**src/rtl/m68k_region_pkg.sv**
```systemverilog
// Shared types for the 68000 region decoder: table entry layout, FSM states
// and the default bus-error timeout.
package m68k_region_pkg;

  // Table entries are stored zero-extended to these widths so the struct can
  // serve any ADDR_W / WAIT_W the decoder is built with.
  localparam int REGION_ADDR_MAX_W = 32;
  localparam int REGION_WAIT_MAX_W = 16;
  localparam int DEFAULT_TIMEOUT   = 64;

  typedef struct packed {
    logic [REGION_ADDR_MAX_W-1:0] start_addr;
    logic [REGION_ADDR_MAX_W-1:0] end_addr;
    logic [REGION_WAIT_MAX_W-1:0] wait_cyc;
    logic                         rd_en;
    logic                         wr_en;
    logic                         valid;
  } region_t;

  typedef enum logic [2:0] {
    ST_IDLE,
    ST_DECODE,
    ST_WAIT,
    ST_ACK,
    ST_MISS,
    ST_BERR
  } state_t;

endpackage

```
**src/rtl/region_match.sv**
```systemverilog
// Combinational compare of an address against every table entry, with a
// lowest-index-wins priority encoder.
module region_match
  import m68k_region_pkg::*;
#(
  parameter int NUM_REGIONS = 16,
  parameter int IDX_W       = $clog2(NUM_REGIONS)
) (
  input  region_t                      regions [NUM_REGIONS],
  input  logic [REGION_ADDR_MAX_W-1:0] addr,
  input  logic                         rw,
  output logic                         hit,
  output logic [IDX_W-1:0]             idx
);

  // Scan from the top down so the lowest matching index is the final winner.
  always_comb begin
    hit = 1'b0;
    idx = '0;
    for (int i = NUM_REGIONS - 1; i >= 0; i--) begin
      if (regions[i].valid &&
          (addr >= regions[i].start_addr) &&
          (addr <= regions[i].end_addr) &&
          (rw ? regions[i].rd_en : regions[i].wr_en)) begin
        hit = 1'b1;
        idx = IDX_W'(i);
      end
    end
  end

endmodule

```
**src/rtl/m68k_region_decoder.sv**
```systemverilog
// Registered 68000 address decoder with a runtime-loadable region table.
// Produces one-hot chip selects, per-region wait-state DTACK and a bus-error
// timeout for accesses that hit no region.
module m68k_region_decoder
  import m68k_region_pkg::*;
#(
  parameter int NUM_REGIONS = 16,
  parameter int ADDR_W      = 24,
  parameter int WAIT_W      = 4,
  parameter int TIMEOUT     = DEFAULT_TIMEOUT
) (
  input  logic                           clk,
  input  logic                           reset,
  input  logic                           cfg_we,
  input  logic [$clog2(NUM_REGIONS)-1:0] cfg_idx,
  input  logic [ADDR_W-1:0]              cfg_start,
  input  logic [ADDR_W-1:0]              cfg_end,
  input  logic [WAIT_W-1:0]              cfg_wait,
  input  logic                           cfg_rd_en,
  input  logic                           cfg_wr_en,
  input  logic                           cfg_valid,
  input  logic [ADDR_W-1:0]              cpu_a,
  input  logic                           cpu_as_n,
  input  logic                           cpu_rw,
  input  logic                           ext_wait,
  output logic [NUM_REGIONS-1:0]         cs,
  output logic [$clog2(NUM_REGIONS)-1:0] hit_idx,
  output logic                           dtack_n,
  output logic                           berr_n,
  output logic                           unmapped
);

  localparam int IDX_W = $clog2(NUM_REGIONS);
  localparam int TO_W  = $clog2(TIMEOUT);
  localparam int CNT_W = (TO_W > WAIT_W) ? TO_W : WAIT_W;

  logic [ADDR_W-1:0]      start_q [NUM_REGIONS];
  logic [ADDR_W-1:0]      end_q   [NUM_REGIONS];
  logic [WAIT_W-1:0]      wait_q  [NUM_REGIONS];
  logic [NUM_REGIONS-1:0] valid_q;
  logic [NUM_REGIONS-1:0] rd_en_q;
  logic [NUM_REGIONS-1:0] wr_en_q;
  region_t                regions [NUM_REGIONS];

  logic                   cfg_idx_ok;
  logic                   match_hit;
  logic [IDX_W-1:0]       match_idx;
  logic [WAIT_W-1:0]      match_wait;

  state_t                 state;
  logic [CNT_W-1:0]       cnt;

  assign cfg_idx_ok = (32'(cfg_idx) < NUM_REGIONS);
  assign match_wait = wait_q[match_idx];

  // Range and wait fields need no reset: the cleared enable flags keep them inert.
  always_ff @(posedge clk) begin
    if (cfg_we && cfg_idx_ok) begin
      start_q[cfg_idx] <= cfg_start;
      end_q[cfg_idx]   <= cfg_end;
      wait_q[cfg_idx]  <= cfg_wait;
    end
  end

  // Entry enable flags, cleared by reset so the table comes up empty.
  always_ff @(posedge clk or posedge reset) begin
    if (reset) begin
      valid_q <= '0;
      rd_en_q <= '0;
      wr_en_q <= '0;
    end else if (cfg_we && cfg_idx_ok) begin
      valid_q[cfg_idx] <= cfg_valid;
      rd_en_q[cfg_idx] <= cfg_rd_en;
      wr_en_q[cfg_idx] <= cfg_wr_en;
    end
  end

  // Present the table to the matcher in the shared entry format.
  always_comb begin
    for (int i = 0; i < NUM_REGIONS; i++) begin
      regions[i] = '{start_addr: REGION_ADDR_MAX_W'(start_q[i]),
                     end_addr:   REGION_ADDR_MAX_W'(end_q[i]),
                     wait_cyc:   REGION_WAIT_MAX_W'(wait_q[i]),
                     rd_en:      rd_en_q[i],
                     wr_en:      wr_en_q[i],
                     valid:      valid_q[i]};
    end
  end

  region_match #(
    .NUM_REGIONS (NUM_REGIONS),
    .IDX_W       (IDX_W)
  ) u_match (
    .regions (regions),
    .addr    (REGION_ADDR_MAX_W'(cpu_a)),
    .rw      (cpu_rw),
    .hit     (match_hit),
    .idx     (match_idx)
  );

  // Bus-cycle FSM; the decode result is latched in DECODE so later table
  // writes cannot disturb an access already in flight.
  always_ff @(posedge clk or posedge reset) begin
    if (reset) begin
      state    <= ST_IDLE;
      cnt      <= '0;
      cs       <= '0;
      hit_idx  <= '0;
      dtack_n  <= 1'b1;
      berr_n   <= 1'b1;
      unmapped <= 1'b0;
    end else begin
      unmapped <= 1'b0;
      unique case (state)
        ST_IDLE: begin
          if (!cpu_as_n) state <= ST_DECODE;
        end
        ST_DECODE: begin
          if (cpu_as_n) begin
            state <= ST_IDLE;
          end else if (match_hit) begin
            cs      <= {{(NUM_REGIONS-1){1'b0}}, 1'b1} << match_idx;
            hit_idx <= match_idx;
            cnt     <= CNT_W'(match_wait);
            if ((match_wait == '0) && !ext_wait) begin
              dtack_n <= 1'b0;
              state   <= ST_ACK;
            end else begin
              state <= ST_WAIT;
            end
          end else begin
            cs       <= '0;
            unmapped <= 1'b1;
            cnt      <= CNT_W'(TIMEOUT - 1);
            state    <= ST_MISS;
          end
        end
        ST_WAIT: begin
          if (cpu_as_n) begin
            cs    <= '0;
            state <= ST_IDLE;
          end else begin
            if (cnt != '0) cnt <= cnt - 1'b1;
            // Acknowledge on the edge the count runs out, unless held off.
            if ((cnt <= CNT_W'(1)) && !ext_wait) begin
              dtack_n <= 1'b0;
              state   <= ST_ACK;
            end
          end
        end
        ST_ACK: begin
          if (cpu_as_n) begin
            dtack_n <= 1'b1;
            cs      <= '0;
            state   <= ST_IDLE;
          end
        end
        ST_MISS: begin
          if (cpu_as_n) begin
            state <= ST_IDLE;
          end else if (cnt == '0) begin
            berr_n <= 1'b0;
            state  <= ST_BERR;
          end else begin
            cnt <= cnt - 1'b1;
          end
        end
        ST_BERR: begin
          if (cpu_as_n) begin
            berr_n <= 1'b1;
            state  <= ST_IDLE;
          end
        end
        default: state <= ST_IDLE;
      endcase
    end
  end

endmodule
```
**config.mk**
```make
export PLATFORM = sky130hd
export DESIGN_NAME = m68k_region_decoder
export DESIGN_NICKNAME = d
export VERILOG_FILES = /design/src/rtl/m68k_region_pkg.sv /design/src/rtl/region_match.sv /design/src/rtl/m68k_region_decoder.sv
export SDC_FILE = /design/constraint.sdc
export NUM_CORES = 2
export LEC_CHECK = 0
export ABC_AREA = 1
export BUFFER_PORTS_ARGS = -buffer_cell sky130_fd_sc_hd__clkbuf_2
export CAP_MARGIN = 40
export CORE_UTILIZATION = 65
export CTS_CLUSTER_DIAMETER = 60
export DETAILED_ROUTE_END_ITERATION = 10
export PLACE_DENSITY_LB_ADDON = 0.15
export SYNTH_ARGS = -nofsm -noshare
export SYNTH_HDL_FRONTEND = slang
export SYNTH_SLANG_ARGS = --single-unit
```
**constraint.sdc**
```tcl
create_clock -name clk -period 5.9 [get_ports clk]
set_clock_uncertainty 0.15 [all_clocks]
set_input_delay 0.885 -clock clk [delete_from_list [all_inputs] [get_ports clk]]
set_output_delay 0.885 -clock clk [all_outputs]
set_load 0.02 [all_outputs]
```
=== Yosys cells after proc, flatten, opt, wreduce, memory -nomap -nowiden ===
Memory sizes are Yosys's and may differ from the RTL's.
Index checks and enable logic that the tools add are counted.

* Magnitude comparators: 35
* Reduce and logical (&&, ||, !) cells: 68
* Eq/ne operators: 21
* $add $sub $neg: 1
* Mux-type cells: 89
* Shift operators: 1
* Bitwise logic cells: 1

{| class="wikitable"
|+ Operator list
! cell !! number
|-
| $ge A24 B24 Y1 || 16
|-
| $le A24 B24 Y1 || 16
|-
| $mux W4 || 16
|-
| $logic_and A1 B1 Y1 || 51
|-
| $bwmux W16 || 3
|-
| $mux W16 || 3
|-
| $mux W1 || 47
|-
| $mux W6 || 6
|-
| $pmux W16 S2 || 1
|-
| $mux W3 || 8
|-
| $ne A2 B2 Y1 const B || 12
|-
| $pmux W6 S3 || 1
|-
| $shl A1 B4 Y16 const A || 1
|-
| $pmux W3 S5 || 1
|-
| $reduce_and A4 Y1 || 2
|-
| $reduce_and A7 Y1 || 1
|-
| $eq A3 B2 Y1 const B || 2
|-
| $eq A3 B3 Y1 const B || 2
|-
| $le A6 B1 Y1 const B || 1
|-
| $logic_not A6 Y1 || 1
|-
| $ne A3 B3 Y1 const B || 2
|-
| $reduce_and A3 Y1 || 2
|-
| $reduce_and A6 Y1 || 1
|-
| $reduce_bool A3 Y1 || 2
|-
| 15 further kinds || 18
|}

* Output and inout bits: 23
* RAM bits: 832
* Logic and storage cells: 229
* Memories kept: 3
* Flip-flop bits (word level): 80
* Bits of input ports: 89

{| class="wikitable"
|+ Memory list
! memory !! depth !! bits a word !! rd ports !! clocked after Yosys merged registers in !! write ports !! line !! text
|-
| end_q || 16 || 24 || 16 || 0 || 1 || m68k_region_decoder.sv:38 || <nowiki>logic [ADDR_W-1:0] end_q [NUM_REGIONS];</nowiki>
|-
| start_q || 16 || 24 || 16 || 0 || 1 || m68k_region_decoder.sv:37 || <nowiki>logic [ADDR_W-1:0] start_q [NUM_REGIONS];</nowiki>
|-
| wait_q || 16 || 4 || 1 || 0 || 1 || m68k_region_decoder.sv:39 || <nowiki>logic [WAIT_W-1:0] wait_q [NUM_REGIONS];</nowiki>
|}

=== Longest topological paths before layout ===
An unclocked memory read counts as a cell.

* Word-level depth: 28
* Gate-level depth with buffers: 41
* Gate-level depth less buffers: 41

=== Hierarchy ===
Synthesis repeated with hierarchy kept, for this count alone.

* Cells, all modules: 5484
* Area, all modules: 55584.6 um^2

{| class="wikitable"
|+ Modules (own cells, without submodules)
! module !! times used !! seq. area each (um^2) !! area each (um^2) !! cells an instance
|-
| m68k_region_decoder || 1 || 26988.4 || 28957.8 || 1365
|-
| region_match || 1 || 0.0 || 26626.8 || 4119
|}

=== Worst setup path after synthesis ===
No wires, ideal clock.

* Kind: input to register
* From: input port cfg_idx[1]
* To: register rd_en_q[4]
* Arrival time: 3967 ps
* Setup time: 95 ps
* Cell stages on the path: 5
* Path buffers: 0
* Data required time: 5655 ps
* Slack: 1687 ps
* Cell sequence: nor2_1 -> nand2_1 -> nor2_1 -> inv_1 -> o21ai_0

* Word-level cells in the longest chain between the ends: 5
* Elaborated cells between the ends (all ways): 6
* Classes of those cells: order compare: 2; mux: 3; reduce/logical: 1

{| class="wikitable"
|+ Ends and longest elaborated chain
! element !! line !! text
|-
| start: declaration || m68k_region_decoder.sv:15 || <nowiki>input logic [$clog2(NUM_REGIONS)-1:0] cfg_idx,</nowiki>
|-
| $lt A4 B5 Y1 (implied by the code) or $ge A4 B1 Y1 (tied branches) || m68k_region_decoder.sv:73 || <nowiki>rd_en_q[cfg_idx] <= cfg_rd_en;</nowiki>
|-
| $logic_and A1 B1 Y1 (implied by the code) || m68k_region_decoder.sv:73 ||
|-
| $mux W1 (implied by the code) || m68k_region_decoder.sv:73 ||
|-
| $demux W1 S4 (*) || m68k_region_decoder.sv:73 ||
|-
| $bwmux W16 (*) || m68k_region_decoder.sv:73 ||
|-
| end signal: indexed assignment || m68k_region_decoder.sv:73 ||
|-
| end: declaration || m68k_region_decoder.sv:41 || <nowiki>logic [NUM_REGIONS-1:0] rd_en_q;</nowiki>
|}

Mark *: on every way between the ends. The rest lies on a longest branch, timed or not.
A chain may end at the register's enable or synchronous reset.

=== Worst setup path after layout ===
* From: input port cpu_a[17]
* To: register state[0]

* Word-level cells in the longest chain between the ends: 27
* Elaborated cells between the ends (all ways): 119
* Classes of those cells: order compare: 32; mux: 36; reduce/logical: 50; memory: 1

{| class="wikitable"
|+ Ends and longest elaborated chain
! element !! line !! text
|-
| start: declaration || m68k_region_decoder.sv:22 || <nowiki>input logic [ADDR_W-1:0] cpu_a,</nowiki>
|-
| $ge A24 B24 Y1 || region_match.sv:22 || <nowiki>(addr >= regions[i].start_addr) &&</nowiki>
|-
| $logic_and A1 B1 Y1 || region_match.sv:21 || <nowiki>if (regions[i].valid &&</nowiki>
|-
| $logic_and A1 B1 Y1 || region_match.sv:22 ||
|-
| $logic_and A1 B1 Y1 || region_match.sv:23 || <nowiki>(addr <= regions[i].end_addr) &&</nowiki>
|-
| $mux W4 (16 in series) || region_match.sv:21 ||
|-
| $mem_v2 Z16 W4 || n/a ||
|-
| $logic_not A4 Y1 || m68k_region_decoder.sv:125 || <nowiki>if ((match_wait == '0) && !ext_wait) begin</nowiki>
|-
| $logic_and A1 B1 Y1 || m68k_region_decoder.sv:125 ||
|-
| $mux W1 || m68k_region_decoder.sv:125 ||
|-
| $mux W3 (*) || m68k_region_decoder.sv:121 || <nowiki>end else if (match_hit) begin</nowiki>
|-
| $mux W3 (*) || m68k_region_decoder.sv:119 || <nowiki>if (cpu_as_n) begin</nowiki>
|-
| $pmux W3 S5 (*) || m68k_region_decoder.sv:114 || <nowiki>unique case (state)</nowiki>
|-
| end signal: assignment || m68k_region_decoder.sv:116 || <nowiki>if (!cpu_as_n) state <= ST_DECODE;</nowiki>
|-
| end signal: assignment || m68k_region_decoder.sv:120 || <nowiki>state <= ST_IDLE;</nowiki>
|-
| end signal: assignment || m68k_region_decoder.sv:127 || <nowiki>state <= ST_ACK;</nowiki>
|-
| end: declaration || m68k_region_decoder.sv:50 || <nowiki>state_t state;</nowiki>
|}

Marked as above.

==> summary.md <==
| Metric | Value |
|---|---|
| Outcome | `finished clean` |
| Clock transition at path regs | `roughly 0.060 ns` |
| Vias after detailed routing | `34700` |
| Asr flop ratio synth | `around 8.8%` |
| Port Buffers | `about 110` |
| Post-synthesis sequential area ratio | `55.0%` |
| Post-Place Worst Slack | `~0.53 ns` |
| CP max stage cell | `clkbuf_2` |
| Synth top area cells | `edfxtp_1 (51%), ha_1 (20%), inv_1 (7.4%), nand2_1 (5.0%), dfrtp_1 (4.0%)` |
| Setup WS post-layout | `between 1 and 1.5 ns` |
| GRT met1 Usage | `between 40% and 50%` |
| Power per cell area | `285 nW/µm²` |
| Cell leakage power | `25.9 nW` |
| DRT antenna net count | `0` |
| CTS resizes | `0` |
| Max-slew headroom | `38.5%` |
| Worst ir drop on vdd | `around 300 µV` |
| Initial core utilization | `about two thirds` |
| Post-synth EDFFs | `832` |
| DRC viols | `0` |
| GR Overflow Total | `0` |
| Final setup viols | `0` |
| Mapped Nets | `~5400` |
| Met2 usage | `between 50% and 60%` |
| Met3 Use GR | `under 10%` |
| Sequential Area | `between 20000 and 30000 µm²` |
| Die width | `277 µm` |
| Die span in y | `between 200 and 300 µm` |
| Core area | `about 75000 µm²` |
| Layout fillers | `between 5000 and 6000` |
| I/O pins | `around 110` |
| Dominant cell type by area after synthesis | `edfxtp_1` |
| Syn-to-layout area delta | `13.3%` |
| Router iterations before antenna repair | `5` |
| DIE AREA | `between 70000 and 80000 µm²` |
| Clock power share | `a little under two fifths` |
| Crit path top cell by count | `nand2_1` |
| Synth unique cells | `53` |
| Share of cells above drive strength 1 | `a little under a tenth` |
| Tmin final | `between 4 and 5 ns` |
| Max Clock Freq | `about 210 MHz` |
| Initial antenna violation count | `9` |
| Setup tns final | `0 ns` |
| Wire length per cell | `22.5 µm` |
| First-pass GRT wire length | `about 200000 µm` |
| TritonCTS buffer count | `96` |
| Worst Path Max Fanout | `16` |
| Slew Viols, Final | `0` |
| Final hold vios | `0` |
| Total GRT Usage | `a little over a third` |
| Vias in the first global route | `between 30000 and 40000` |
| Switching Fraction | `between 20% and 30%` |
| Area of the multi-input gates | `18500 µm²` |
| P_sw | `around 4.2 mW` |
| Total Power | `15.9 mW` |
| Crit Path Category | `in -> reg` |
| Worst-margin pin slew | `~0.92 ns` |
| Max-capacitance violation count | `0` |
| Combinational Power Share | `between 10% and 20%` |
| CTS sink count | `~900` |
| Global route hottest layer | `met2` |
| DR iter-0 viols | `3414` |
| Final GP Congestion | `between 0.9 and 1` |
| Final Routed Wirelength | `approximately 130000 µm` |
| Synth Flop Type | `edfxtp_1` |
| Rows | `100` |
| TritonCTS clock tree | `yes` |
| Worst-skew pair later-pin latency | `about 0.66 ns` |
| Post-CTS Repair Setup Buffers | `0` |
| Detailed Place HPWL | `around 94000 µm` |
| Core Util, Final | `about 75%` |
| Final net count | `approximately 5800` |
| Synth top area share | `around half` |
| Crit path required time | `about 6.3 ns` |
| Root buffer cell | `clkbuf_16` |
| Mapped Cells | `around 4500` |
| Hold_buf cts | `0` |
| Hold Path Class | `in -> async` |
| Int Power | `~12 mW` |
| Register share of total power | `between 40 and 50%` |
| Via-per-instance ratio | `slightly below 6` |
| RSZ-0062 raised after global routing | `no` |
| Htree depth | `3` |
| Final worst path period share | `between 80% and 90%` |
| Ys Warns | `0` |
| Peak per-stage delay on the critical path | `0.44 ns` |
| Post-Syn Area | `slightly below 50000 µm²` |
| Critical Path End Type | `register` |
| Syn_area_per_cell | `about 11 µm²` |
| Worst Setup Start Kind | `input pin` |
| WP data arrival | `between 5 and 6 ns` |
| Largest net degree at the start of global routing | `54` |
| Worst-case clock buffer depth | `3` |
| Yosys reg bits | `912` |
placed cells by master, fill, tap and decap left out, types with 99 or more instances in the layout:
cell type	instances
a21oi_1	384
buf_4	150
clkbuf_16	99
clkbuf_2	111
edfxtp_1	832
ha_1	770
inv_1	960
nand2_1	650
nand3_1	122
nor2_1	232
o21ai_0	160
worst paths after layout:
| check | depth (start not counted) | from | to | slack [ns] |
|---|---|---|---|---|
| setup / recovery | 40 | cpu_a[17] | state[0] | 1.09 |
| hold / removal | 2 | reset | rd_en_q[2] | 0.10 |
| setup reg to reg | 32 | start_q[10][15] | state[0] | 1.73 |
| hold reg to reg | 2 | dtack_n | dtack_n | 0.32 |
| max in group asynchronous | 3 | reset | rd_en_q[4] | 4.45 |
| min in group clk | 2 | dtack_n | dtack_n | 0.32 |
power by group through the flow:
stage          registers, mW  clock network [mW]  logic [mW]
6_report                7.45                6.09        2.33
5_1_grt                 7.47                6.35        2.60
4_1_cts                 7.44                6.11        2.30
3_5_place_dp            7.57                   0        2.28
3_3_place_gp            7.57                   0        2.21
2_1_floorplan           7.61                   0        1.25
routing by layer:
metal / vias to the layer above / wire (µm)
met5: - / 28
met4: 4 / 5770
met3: 297 / 13300
met2: 1458 / 60800
met1: 16600 / 53700
li1: 16300 / -
state kept, by name, indices dropped and copies added (netlist names):
name      count
berr_n        1
cs           16
valid_q      16
unmapped      1
rd_en_q      16
wait_q       64
cnt           6
state         3
start_q     384
wr_en_q      16
end_q       384
hit_idx       4
dtack_n       1
final cells by class:
cell class	count	area share (%)
repair buffers	285	3.90
inverters	978	6.60
clock inverters	54	0.976
diodes	1	0.00450
clock buffers	124	4.67
multi-input cells	2625	33.2
flip-flops and latches	912	48.5
well taps	969	2.18
Yosys cell counts (all sizes together), types with 2 or more instances:
library cell	instances
o221ai	16
a31oi	5
o21ai	179
a221oi	4
dfrtp	78
o22ai	18
o221a	2
nor4	8
and3	2
nor2	250
o311ai	5
o21a	23
o211ai	13
nand4	78
edfxtp	832
a21o	7
inv	978
a21oi	385
o2111ai	8
nand3b	4
o21bai	6
nor3	38
buf	8
a2111oi	2
a211oi	12
nand3	124
nand2	658
ha	770
dfstp	2
clkbuf	6
stage by stage:
step | area, µm² | hold WS, ns | cells
floorplan | 49100 | 0.297 | 4529
CTS | 55600 | 0.106 | 5946
global route | 55600 | 0.149 | 5947
global placement | 52300 | 0.312 | 5758
finish | 55700 | 0.102 | 5948
detailed placement | 52500 | 0.308 | 5768
cells by family after synthesis:
kind of cell	after synthesis	synth area share [%]
and+or+nand+nor	1164	9.95
buffers and inverters	992	7.64
DFF	912	55.0
adders and majority gates	770	19.6
AOI/OAI and AO/OA	690	7.80
xor gates and xnor gates	1	0.0178
worst max-delay path, delay by kind of cell:
family	cells	cell delay, ns
AND/OR/NAND/NOR	36	2.99
adder cells (fa/ha/maj)	1	0.30
buffers and inverters	3	0.98
Note: power is estimated with default switching activity, not from simulation.
